**config.mk**
```make
export PLATFORM = sky130hd
export DESIGN_NAME = arrow_lane_controller
export DESIGN_NICKNAME = d
export VERILOG_FILES = /design/src/rtl/arrow_lane_controller.sv
export SDC_FILE = /design/constraint.sdc
export NUM_CORES = 1
export LEC_CHECK = 0
export BUFFER_PORTS_ARGS = -buffer_cell sky130_fd_sc_hd__clkbuf_2
export CAP_MARGIN = 20
export CORE_MARGIN = 2
export CORE_UTILIZATION = 48
export CTS_CLUSTER_SIZE = 12
export DETAILED_ROUTE_END_ITERATION = 10
export PLACE_DENSITY = 0.73
export SYNTH_ARGS = -nofsm -noshare
export SYNTH_HDL_FRONTEND = slang
export SYNTH_SLANG_ARGS = --single-unit
```
**constraint.sdc**
```tcl
create_clock -name pixel_clk_in -period 2.14 [get_ports pixel_clk_in]
set_input_delay 0.428 -clock pixel_clk_in [delete_from_list [all_inputs] [get_ports pixel_clk_in]]
set_output_delay 0.428 -clock pixel_clk_in [all_outputs]
set_load 0.01 [all_outputs]
```
**src/rtl/arrow_lane_controller.sv**
```systemverilog
// Position source for one down-arrow lane: queues spawns, steps the live arrow once per frame,
// and judges button presses against the hit window.
module arrow_lane_controller #(
   parameter int unsigned LANE_X     = 400,
   parameter int unsigned START_Y    = 0,
   parameter int unsigned HIT_Y      = 560,
   parameter int unsigned WINDOW     = 24,
   parameter int unsigned FRAME_LINE = 720,
   parameter int unsigned QDEPTH     = 4
) (
   input  logic        pixel_clk_in,
   input  logic        rst_in,
   input  logic [10:0] hcount_in,
   input  logic [9:0]  vcount_in,
   input  logic        spawn_in,
   input  logic [3:0]  speed_in,
   input  logic        button_in,
   output logic [10:0] x_out,
   output logic [9:0]  y_out,
   output logic        active_out,
   output logic        hit_out,
   output logic        miss_out,
   output logic        overflow_out
);

   localparam int unsigned PW      = $clog2(QDEPTH);
   localparam logic [9:0]  WIN_LO  = 10'(HIT_Y - WINDOW);
   localparam logic [9:0]  WIN_HI  = 10'(HIT_Y + WINDOW);
   localparam logic [9:0]  Y_START = 10'(START_Y);
   localparam logic [PW:0] PTR_ONE = {{PW{1'b0}}, 1'b1};

   typedef enum logic [0:0] {StIdle, StFalling} state_e;

   state_e      r_state;
   logic [3:0]  r_fifo [QDEPTH];
   logic [PW:0] r_wptr;
   logic [PW:0] r_rptr;
   logic [3:0]  r_spd;
   logic [9:0]  r_y;
   logic        r_active;
   logic        r_hit;
   logic        r_miss;
   logic        r_ovf;
   logic        r_button_q;

   logic        w_tick;
   logic        w_empty;
   logic        w_full;
   logic        w_pop;
   logic        w_push;
   logic        w_ovf;
   logic [3:0]  w_spd_in;
   logic [3:0]  w_head;
   logic        w_press;
   logic        w_in_win;
   logic [9:0]  w_y_next;

   assign w_tick   = (hcount_in == 11'd0) && (vcount_in == 10'(FRAME_LINE));
   assign w_empty  = (r_wptr == r_rptr);
   assign w_full   = (r_wptr[PW-1:0] == r_rptr[PW-1:0]) && (r_wptr[PW] != r_rptr[PW]);
   assign w_pop    = (r_state == StIdle) && w_tick && !w_empty;
   // A pop frees a slot in the same cycle, so a spawn into a full FIFO then still lands.
   assign w_push   = spawn_in && (!w_full || w_pop);
   assign w_ovf    = spawn_in && w_full && !w_pop;
   assign w_spd_in = (speed_in == 4'd0) ? 4'd1 : speed_in;
   assign w_head   = r_fifo[r_rptr[PW-1:0]];
   assign w_press  = button_in & ~r_button_q;
   assign w_in_win = (r_y >= WIN_LO) && (r_y <= WIN_HI);
   assign w_y_next = r_y + {6'd0, r_spd};

   always_ff @(posedge pixel_clk_in) begin
      if (w_push) begin
         r_fifo[r_wptr[PW-1:0]] <= w_spd_in;
      end
   end

   always_ff @(posedge pixel_clk_in) begin
      if (rst_in) begin
         r_state    <= StIdle;
         r_wptr     <= '0;
         r_rptr     <= '0;
         r_spd      <= 4'd1;
         r_y        <= Y_START;
         r_active   <= 1'b0;
         r_hit      <= 1'b0;
         r_miss     <= 1'b0;
         r_ovf      <= 1'b0;
         r_button_q <= 1'b0;
      end else begin
         r_button_q <= button_in;
         r_hit      <= 1'b0;
         r_miss     <= 1'b0;
         r_ovf      <= w_ovf;
         if (w_push) begin
            r_wptr <= r_wptr + PTR_ONE;
         end
         if (w_pop) begin
            r_rptr <= r_rptr + PTR_ONE;
         end
         unique case (r_state)
            StIdle: begin
               r_active <= 1'b0;
               if (w_pop) begin
                  r_y      <= Y_START;
                  r_spd    <= w_head;
                  r_active <= 1'b1;
                  r_state  <= StFalling;
               end
            end
            StFalling: begin
               // Judged on the pre-increment position, so a hit beats a same-cycle miss.
               if (w_press && w_in_win) begin
                  r_hit    <= 1'b1;
                  r_active <= 1'b0;
                  r_state  <= StIdle;
               end else if (w_tick) begin
                  r_y <= w_y_next;
                  if (w_y_next > WIN_HI) begin
                     r_miss   <= 1'b1;
                     r_active <= 1'b0;
                     r_state  <= StIdle;
                  end
               end
            end
            default: r_state <= StIdle;
         endcase
      end
   end

   assign x_out        = 11'(LANE_X);
   assign y_out        = r_y;
   assign active_out   = r_active;
   assign hit_out      = r_hit;
   assign miss_out     = r_miss;
   assign overflow_out = r_ovf;

endmodule

```
# [After elaboration in Yosys (flattened, before gate mapping)]
# Memories as Yosys holds them, arrays and structs flattened. A register that Yosys moved wholly into a read port is not among the register bits.
# Cells that the tools add are included.
# W data, S select, Z words.
[word_totals] inputBits=29 register_bits=22 latch_bits=0 word_cells=67 mem_count=1 mem_bits_rw=16 out_inout_bits=25 rom_bits=0
[op_classes] reduce_logical=20 n_eq_ne=9 n_shift=0 order_cmp=3 div_mod_pow=0 bitwise_logic=4 n_mux=18 n_mul=0 addsub=3
[memory_table] name="r_fifo" depth=4 word_bits=4 rd=1 rd_ports_with_merged_regs=1 wr=1 line_no="35" source="logic [3:0] r_fifo [QDEPTH];"
[op_table] operator="$mux W10" n=3
[op_table] operator="$pmux W10 S2" n=1
[op_table] operator="$logic_not A11 Y1" n=1
[op_table] operator="$mux W1" n=11
[op_table] operator="$add A10 B4 Y10" n=1
[op_table] operator="$eq A10 B10 Y1 const B" n=1
[op_table] operator="$ge A10 B10 Y1 const B" n=1
[op_table] operator="$gt A10 B10 Y1 const B" n=1
[op_table] operator="$le A10 B10 Y1 const B" n=1
[op_table] operator="$logic_and A1 B1 Y1" n=9
[op_table] operator="$add A3 B1 Y3 const B" n=2
[op_table] operator="$ne A3 B1 Y1 const B" n=2
[op_table] operator="$logic_not A4 Y1" n=1
[op_table] operator="$mux W4" n=1
[op_table] operator="$ne A2 B2 Y1 const B" n=2
[op_table] operator="$pmux W1 S2" n=2
[op_table] operator="$reduce_and A2 Y1" n=2
[op_table] operator="$reduce_or A4 Y1" n=1
[op_table] operator="$eq A3 B3 Y1" n=1
[op_table] operator="$logic_not A1 Y1" n=3
[op_table] operator="$not A1 Y1" n=3
[op_table] operator="$reduce_and A3 Y1" n=1
[op_table] operator="$eq A2 B2 Y1" n=1
[op_table] operator="$ne A2 B1 Y1 const B" n=1
[op_table] operator="other kinds (4)" n=4

# [Longest topological paths before layout]
# Gate-level depths: netlist of the first run.
[logic_depth] depth_word=8 mapped_depth=8 depth_no_buf=8

# [Worst setup path before layout of the first run]
# OpenSTA, ideal clock, no wires.
[synth_path] path_kind="register to register" startpoint="reg r_y[0] (netlist: y_out[0])" endpoint="reg r_state" path_slack_ns=-0.086 arrival_time_ns=2.088 path_stages_with_launch=9 setup_ns=0.138 path_buffers=0 period_less_slack_ns=2.226 required_ns=2.002 path_cell_list="dfxtp_1 ha_1 fa_1 a211oi_1 or2_2 xnor2_1 o31ai_1 a211oi_1 o22ai_1"
[synth_via] elab_chain_cells=6 elab_cells_between_ends=10 classes_between="add/sub (1); order compare (3); mux (4); reduce/logical (2)"
[synth_lines] item="from (decl)" line_no="39" source="logic [9:0] r_y;"
[synth_lines] item="from (signal assigned)" line_no="117" source="r_y <= w_y_next;"
[synth_lines] item="$add A10 B4 Y10" line_no="69" source="assign w_y_next = r_y + {6'd0, r_spd};"
[synth_lines] item="$gt A10 B10 Y1" line_no="118" source="if (w_y_next > WIN_HI) begin"
[synth_lines] item="$mux W1" line_no="118"
[synth_lines] item="$mux W1" line_no="116" source="end else if (w_tick) begin"
[synth_lines] item="$mux W1 (*)" line_no="112" source="if (w_press && w_in_win) begin"
[synth_lines] item="$pmux W1 S2 (*)" line_no="100" source="unique case (r_state)"
[synth_lines] item="to (signal assigned)" line_no="107" source="r_state <= StFalling;"
[synth_lines] item="to (signal assigned)" line_no="115" source="r_state <= StIdle;"
[synth_lines] item="to (signal assigned)" line_no="121" source="r_state <= StIdle;"
[synth_lines] item="to (decl)" line_no="34" source="state_e r_state;"
# Every way passes the cells marked *; elsewhere a longest branch is shown, timed or not.
# A chain may end at the register's enable or synchronous reset.

# [Final worst setup path of the first run]
# Same ends and word-level chain as after synthesis.

==> results of run 1 <==
==> synth_stat cells, drive strengths merged (2+ instances only) <==
cell | n | share of area [%]
a211oi | 3 | 1.2
a21oi | 12 | 2.6
and2 | 3 | 0.82
and3 | 6 | 1.6
and4 | 2 | 0.77
buf | 13 | 4.1
clkbuf | 7 | 1.2
conb | 2 | 0.33
dfxtp | 26 | 23
edfxtp | 16 | 21
ha | 9 | 4.9
inv | 5 | 0.82
mux2i | 7 | 3.1
mux4 | 4 | 4.0
nand2 | 17 | 3.0
nand3 | 3 | 0.66
nand4 | 5 | 1.4
nor2 | 21 | 3.8
nor2b | 2 | 0.55
nor3 | 7 | 1.5
nor4 | 3 | 1.5
nor4b | 2 | 1.3
o211ai | 4 | 1.9
o21ai | 3 | 0.66
o22ai | 4 | 1.1
o31ai | 4 | 1.5
or2 | 3 | 0.82
or3 | 4 | 1.5
or3b | 2 | 0.77
xnor2 | 7 | 2.7
xor2 | 7 | 2.7
==> critical path, cell delays in order (launching register included) <==
cell and delay (ps):
dfxtp_2 350, ha_4 170, fa_2 400, a211oi_4 310
nor3_2 80, xor2_1 240, o31ai_2 130, a211oi_2 230
o22ai_1 110
==> power by group <==
part	total (uW)	switching, uW	internal, uW	leakage [uW]
Clock	536	301	236	0.0000447
Sequential	858	9.11	849	0.000358
Combinational	113	65.0	47.5	0.000786
Total	1510	375	1130	0.00119
==> cells by family (layout without fill, tap and decap cells) <==
group,Yosys count,in the layout,share of synthesized area [%]
other,2,11,0.330
XOR/XNOR,14,14,5.38
adder cells (fa/ha/maj),10,10,5.82
AND/OR/NAND/NOR,82,82,20.9
flip-flops,42,42,44.0
AO/OA/AOI/OAI,34,34,10.5
buffers and inverters,25,78,6.04
multiplexers,11,11,7.03
==> cell type report <==
| class | count | area [sq um] | area share (%) |
|---|---|---|---|
| Clock buffer | 5 | 68.8 | 2.47 |
| Clock inverter | 3 | 25.0 | 0.896 |
| Inverter | 5 | 18.8 | 0.672 |
| Multi-Input combinational cell | 162 | 1220 | 43.8 |
| Sequential cell | 42 | 1010 | 36.0 |
| Tap cell | 54 | 67.6 | 2.42 |
| Timing Repair Buffer | 65 | 383 | 13.7 |
==> metal layers <==
layer  share of wire [%]  global-route usage (%)
met1                  43                    24.8
met5                   0                       0
met3                 5.0                    3.87
met4                 1.0                    6.38
met2                  51                    33.5
==> state kept, by name, summed over array words and instances (netlist names), 3 cells and up <==
name	cells
y_out	10
r_spd	4
r_fifo	16
r_rptr	3
r_wptr	3
==> worst paths after layout <==
kind,to,slack (ps),depth (start not counted)
max reg2reg,r_state$_SDFF_PP0_,-9,8
max,r_state$_SDFF_PP0_,-9,8
min,r_button_q$_SDFF_PP0_,350,2
min reg2reg,active_out$_SDFFE_PP0P_,500,2
==> what timing repair did <==
action | in CTS | in global routing
endpoints found under the setup margin | 3 | 4
hold buffers | 0 | 0
buffers inserted | 0 | 1
resized for setup | 3 | 9
pin swaps | 2 | 10
==> through the flow <==
step | total power, uW | std cells
finish | 1510 | 336
global route | 1560 | 336
CTS | 1510 | 335
detailed placement | 991 | 327
global placement | 985 | 327
floorplan | 957 | 229
==> flow_summary_export.csv, run 1 <==
group,metric,value,unit
drt,remaining_drc_errors,0,
floorplan,initial_core_util,48.9,%
placement,portBuffers,42,
clock_network,cts.sinks,42,
placement,placedInstanceArea,2650,sq um
pwr,power_leakage,0.00119,uW
synth,async_reset_ff_share,0,%
worst_setup_path,required,2330,ps
worst_setup_path,cp-start-kind,"flop",
timing,finalClockSkew,7.09,ps
job,maxCapViolCount,0,
worst_setup_path,worstPathArrival,2330,ps
synth,yosysUniqueCellTypes,47,
placement,dp_slack,-11.8,ps
layout,final_util,59.9,%
worst_setup_path,cp-startpoint,"y_out[0]$_SDFFE_PP0P_",
clock_network,clk_pin_slew,90,ps
worst_setup_path,endpoint_kind,"flop",
layout,final_cell_mix,"clkbuf_2, buf_4, dfxtp_1, nor2_1, edfxtp_1",
layout,fill_cells,399,
global_route,antenna_found_initial,0,
global_route,grt_pass1_wl,7980,um
synth,yosysWarnings,0,
timing,fin_hold_ws,350,ps
global_route,grt_max_degree,21,
drt,drt-initial-drc-count,153,
timing,fin_crit_sh,100,%
clock_network,cts_tree,"yes",
drt,wl_per_cell,14.3,um
synth,yosys_register_bits,42,
clock_network,cts_root_buffer,"clkbuf_8",
global_route,grt_usage,19.6,%
drt,vias,1787,
layout,final_common_cell,"clkbuf_2",
hold_path,min_from,"button_in",
timing,final_max_slew_viol_count,0,
hold_path,hold_class,"in2reg",
clock_network,cts.path.max_buffers,2,
run_status,violations,"negative setup slack",
pwr,ir_worst_vdd,0.522,mV
timing,setup_viol,1,
placement,hpwl,3670,um
layout,final_area,2790,sq um
floorplan,rows,25,
worst_setup_path,crit_type,"reg2reg",
layout,drive_gt1_share,36.5,%
timing,fin_tns_setup,-8.52,ps
clock_network,insertion_delay,300,ps
drt,wirelength,4810,um
run_status,run_status,"finished with violations",
floorplan,dieArea,5310,sq um
clock_network,cts_buffers,5,
drt,via_per_inst,5.32,
global_route,globalRouteOverflowTotal,0,
synth,synth_area_per_cell,10.4,sq um
synth,synth_flop_cell,"dfxtp_1",
floorplan,die_x,72.9,um
timing,period_minus_slack,2150,ps
floorplan,ioPinCount,54,
floorplan,core,4660,sq um
timing,fin_ws,-8.52,ps
global_route,grt_pass1_vias,1713,
synth,ys_seq_area_share,44.0,%
drt,ant_nets,0,
placement,gp_congestion,0.895,
timing,rsz0062_at_grt,"true",
layout,syn_to_final_growth,22.6,%
floorplan,die_height,72.9,um
clock_network,htreeDepth,2,
timing,hold_viol_final,0,
worst_setup_path,worstPathMaxFanout,3,
worst_setup_path,timing.rr.start,"y_out[0]$_SDFFE_PP0P_",
synth,synthesis.area,2280,sq um
layout,nNetsFinal,320,
synth,synth-edff-count,16,
layout,diodes,0,
synth,synth_cells,220,
timing,fmaxAchievable,465,MHz
drt,first_pass_iters,4,
pwr,p_per_area,540,nW/um^2
Power figures use the tool's default switching activity.
==> run 2, diff against run 1 <==
--- a/config.mk
+++ b/config.mk
@@ -8,10 +8,10 @@
 export BUFFER_PORTS_ARGS = -buffer_cell sky130_fd_sc_hd__clkbuf_2
 export CAP_MARGIN = 20
 export CORE_MARGIN = 2
-export CORE_UTILIZATION = 48
+export CORE_UTILIZATION = 39
 export CTS_CLUSTER_SIZE = 12
 export DETAILED_ROUTE_END_ITERATION = 10
-export PLACE_DENSITY = 0.73
+export PLACE_DENSITY = 0.61
 export SYNTH_ARGS = -nofsm -noshare
 export SYNTH_HDL_FRONTEND = slang
 export SYNTH_SLANG_ARGS = --single-unit
==> flow_summary_export.csv, run 2 (synthesis results as in run 1) <==
group,metric,value,unit
timing,period_minus_slack,2110,ps
layout,drive_gt1_share,37.8,%
placement,gp_congestion,0.825,
timing,hold_viol_final,0,
worst_setup_path,worstPathArrival,2300,ps
clock_network,cts_root_buffer,"clkbuf_8",
clock_network,clk_pin_slew,90,ps
floorplan,initial_core_util,40.9,%
run_status,run_status,"finished, final reports clean",
worst_setup_path,required,2330,ps
worst_setup_path,cp-start-kind,"flop",
clock_network,insertion_delay,300,ps
drt,via_per_inst,5.05,
hold_path,hold_class,"in2reg",
timing,fin_ws,32.4,ps
pwr,power_leakage,0.00119,uW
layout,nNetsFinal,321,
placement,hpwl,3710,um
timing,setup_viol,0,
worst_setup_path,crit_slowest_cell,"fa_2",
floorplan,die_x,80.4,um
timing,fin_crit_sh,98.5,%
timing,rsz0062_at_grt,"true",
worst_setup_path,worstPathMaxFanout,3,
layout,syn_to_final_growth,24.4,%
clock_network,cts.sinks,42,
floorplan,dieArea,6470,sq um
timing,fmaxAchievable,474,MHz
pwr,ir_worst_vdd,0.510,mV
drt,wirelength,4870,um
floorplan,core,5570,sq um
clock_network,hold_buffers,0,
pwr,p_per_area,534,nW/um^2
drt,vias,1793,
drt,ant_nets,0,
layout,diodes,0,
clock_network,cts_tree,"yes",
layout,final_common_cell,"clkbuf_2",
clock_network,cts_buffers,5,
worst_setup_path,endpoint_kind,"flop",
drt,first_pass_iters,4,
floorplan,die_height,80.4,um
placement,portBuffers,42,
timing,fin_tns_setup,0,ps
clock_network,cts.path.max_buffers,2,
drt,remaining_drc_errors,0,
drt,wl_per_cell,13.7,um
layout,largest_reg_flops,16,
global_route,grt_pass1_wl,8470,um
worst_setup_path,crit_type,"reg2reg",
global_route,antenna_found_initial,0,
global_route,globalRouteOverflowTotal,0,
global_route,grt_usage,17.1,%
floorplan,rows,27,
placement,dp_slack,-80.0,ps
worst_setup_path,path_cells,"ha_4 > fa_2 > a211oi_4 > nor3_2 > xor2_1 > o31ai_2 > a211oi_2 > o22ai_1",
global_route,grt_max_degree,21,
floorplan,ioPinCount,54,
layout,fill_cells,536,
job,maxCapViolCount,0,
drt,drt-initial-drc-count,80,
clock_network,htreeDepth,2,
timing,finalClockSkew,4.40,ps
worst_setup_path,critPathMaxStageDelay,390,ps
layout,final_cell_mix,"clkbuf_2, buf_4, dfxtp_1, nor2_1, edfxtp_1",
timing,final_max_slew_viol_count,0,
global_route,grt_pass1_vias,1810,
==> run 2: cell types whose count changed in the layout (fill, tap and decap cells not counted), sizes merged <==
cell and delta:
buf +1, clkinv -1, clkinvlp +1
==> run 2: power by group <==
| group | internal [uW] | switching (uW) |
|---|---|---|
| Combinational | 47.6 | 63.9 |
| Sequential | 849 | 8.75 |
| Clock | 234 | 310 |
==> run 2: final cells by class <==
cell class	count	area, sq um	share of cell area, %
inverter	5	18.8	0.663
tap	72	90.1	3.18
multi-input combinational	162	1230	43.6
timing repair buffer	66	390	13.8
clock buffer	5	68.8	2.43
clock inverter	3	23.8	0.839
sequential	42	1010	35.5
==> run 2: final timing paths <==
kind	depth (start not counted)	start	end	slack (ps)
worst min register to register	2	active_out$_SDFFE_PP0P_	active_out$_SDFFE_PP0P_	500
worst max register to register	8	r_spd[0]$_SDFFE_PP1P_	active_out$_SDFFE_PP0P_	30
worst max-delay path	8	r_spd[0]$_SDFFE_PP1P_	active_out$_SDFFE_PP0P_	30
worst min-delay path	2	button_in	r_button_q$_SDFF_PP0_	360
==> run 2: repair_timing <==
action / CTS / global route
setup endpoints to repair: 2 / 4
resized for setup: 0 / 14
buffers inserted: 0 / 1
pin swaps: 1 / 9
==> run 2: through the flow <==
step	power (uW)	utilization (%)	instances	hold WS [ps]	cell area, sq um
after floorplan	957	-	229	448	2330
after global placement	987	48.1	346	484	2680
after detailed placement	989	48.1	346	502	2680
after CTS	1520	49.7	354	356	2770
after global routing	1580	50.8	355	364	2830
final	1510	50.8	355	362	2830
==> run 2: metal layers <==
| layer | wire length (um) | track usage [%] |
|---|---|---|
| met3 | 187 | 3.48 |
| met5 | 0 | 0 |
| met2 | 2380 | 29.0 |
| met1 | 2220 | 21.4 |
| met4 | 88 | 6.10 |
==> run 2: worst max-delay path: cells and delay by family (launching register included) <==
| kind | cells | cell delay [ps] |
|---|---|---|
| fa+ha+maj | 2 | 550 |
| xor+xnor | 1 | 220 |
| compound gates | 4 | 780 |
| simple gates | 1 | 90 |
| flops | 1 | 350 |
==> run 3, diff against run 2 <==
--- a/config.mk
+++ b/config.mk
@@ -12,6 +12,7 @@
 export CTS_CLUSTER_SIZE = 12
 export DETAILED_ROUTE_END_ITERATION = 10
 export PLACE_DENSITY = 0.61
+export SETUP_SLACK_MARGIN = 0.15
 export SYNTH_ARGS = -nofsm -noshare
 export SYNTH_HDL_FRONTEND = slang
 export SYNTH_SLANG_ARGS = --single-unit
==> flow_summary_export.csv, run 3 (synthesis results as in run 1) <==
group,metric,value,unit
global_route,grt_pass1_wl,7600,um
clock_network,cts_tree,"yes",
worst_setup_path,critical_path.endpoint,"r_state$_SDFF_PP0_",
pwr,ir_worst_vdd,0.570,mV
floorplan,die_x,80.4,um
worst_setup_path,critPathMaxStageDelay,370,ps
drt,vias,1783,
worst_setup_path,cp.buffers_inverters,0,
floorplan,ioPinCount,54,
floorplan,initial_core_util,40.9,%
worst_setup_path,ff2ff_setup_slack,50,ps
worst_setup_path,required,2310,ps
placement,dp_slack,1.56,ps
worst_setup_path,cp-start-kind,"flop",
worst_setup_path,endpoint_kind,"flop",
layout,finalNonFillerCells,348,
placement,placedInstanceArea,2630,sq um
layout,drive_gt1_share,37.0,%
timing,fin_ws,51.4,ps
timing,rsz0062_at_grt,"true",
drt,wl_per_cell,13.6,um
clock_network,clk_pin_slew,90,ps
drt,first_pass_iters,4,
job,maxCapViolCount,0,
timing,hold_viol_final,0,
run_status,run_status,"finished, final reports clean",
hold_path,hold_class,"in2reg",
floorplan,dieArea,6470,sq um
worst_setup_path,cp.depth,8,
worst_setup_path,worstPathArrival,2260,ps
clock_network,hold_buffers,0,
floorplan,die_height,80.4,um
hold_path,min_from,"button_in",
drt,remaining_drc_errors,0,
floorplan,core,5570,sq um
worst_setup_path,r2r_end,"r_state$_SDFF_PP0_",
worst_setup_path,cp-startpoint,"r_spd[0]$_SDFFE_PP1P_",
placement,portBuffers,42,
timing,fin_crit_sh,97.6,%
layout,final_area,2820,sq um
worst_setup_path,r2r.worst_path.cells,8,
worst_setup_path,worstPathMaxFanout,3,
layout,syn_to_final_growth,24.0,%
layout,final_cell_mix,"clkbuf_2, dfxtp_1, nor2_1, buf_4, edfxtp_1",
drt,ant_nets,0,
pwr,p_per_area,533,nW/um^2
timing,maxSlewHeadroom,65.5,%
placement,hpwl,3530,um
pwr,power_leakage,0.00119,uW
worst_setup_path,crit_slowest_cell,"fa_2",
drt,via_per_inst,5.12,
drt,drt-initial-drc-count,91,
global_route,grt_max_degree,21,
timing,final_max_slew_viol_count,0,
placement,placed_cells,336,
drt,wirelength,4740,um
clock_network,insertion_delay,300,ps
floorplan,rows,27,
layout,largest_reg_flops,16,
global_route,grt_pass1_vias,1675,
placement,gp_congestion,0.881,
timing,tightest_slew,517,ps
worst_setup_path,timing.rr.start,"r_spd[0]$_SDFFE_PP1P_",
clock_network,cts.sinks,42,
worst_setup_path,path_cells,"ha_4 > fa_2 > a211oi_4 > nor3_2 > xor2_1 > o31ai_2 > a211oi_2 > o22ai_1",
layout,final_common_cell,"clkbuf_2",
timing,period_minus_slack,2090,ps
worst_setup_path,crit_type,"reg2reg",
clock_network,cts.path.max_buffers,2,
global_route,antenna_found_initial,0,
global_route,grt_usage,15.3,%
pwr,finalPower,1510,uW
clock_network,htreeDepth,2,
layout,diodes,0,
timing,finalClockSkew,5.73,ps
clock_network,cts_root_buffer,"clkbuf_8",
layout,nNetsFinal,314,
timing,fmaxAchievable,479,MHz
worst_setup_path,cpLargestDelayFamily,"compound AO/OA/AOI/OAI gates",
global_route,globalRouteOverflowTotal,0,
timing,setup_viol,0,
clock_network,cts_buffers,5,
run 3: cell count changes in the layout (fill, tap and decap cells not counted), sizes merged:
cell	delta
buf	-7
run 3: per-layer routing:
metal,routed length (um),vias up,GRT usage [%]
met4,85,0,6.27
met3,203,9,3.71
met1,2080,846,19.2
met2,2370,48,25.1
met5,0,-,0
li1,-,880,-
run 3: worst reg2reg max path, delay by kind of cell, from the launching register on:
family	cells	cell delay [ps]
xor gates and xnor gates	1	240
adders and majority gates	2	530
and+or+nand+nor	1	90
DFF	1	350
AOI/OAI and AO/OA	4	770
run 3: final cells by class:
class / instances / area (sq um)
fill: 530 / 2750
multi-input combinational: 162 / 1280
sequential: 42 / 1000
timing repair buffer: 59 / 338
tap: 72 / 90.1
clock buffer: 5 / 68.8
clock inverter: 3 / 23.8
inverter: 5 / 18.8
run 3: timing repair:
item                       in CTS  in global routing
resized for setup               2                 12
pin swaps                       2                  4
gates cloned                    0                  0
setup buffers                   2                  2
setup endpoints to repair       3                  8
run 3: how the worst min path moves through the flow:
stage                                         end  slack (ps)  cells past startpoint
after floorplan             r_spd[0]$_SDFFE_PP1P_         450                      2
after global placement      r_spd[3]$_SDFFE_PP0P_         480                      2
after detailed placement  active_out$_SDFFE_PP0P_         490                      2
after CTS                  r_fifo[2][1]$_DFFE_PP_         360                      1
after global routing        r_button_q$_SDFF_PP0_         360                      2
final                       r_button_q$_SDFF_PP0_         350                      2
run 3: metrics by stage:
step	setup TNS, ps	utilization, %	hold WS, ps
6_report	0	50.7	354
5_1_grt	-39.4	50.7	363
4_1_cts	0	49.2	361
3_5_place_dp	0	47.1	489
3_3_place_gp	0	47.1	484
2_1_floorplan	0	-	453
run 3: power breakdown:
group          internal (uW)  switching (uW)  leakage (uW)
combinational           47.0            63.1      0.000791
clock                    233             305     0.0000408
sequential               849            8.81      0.000357
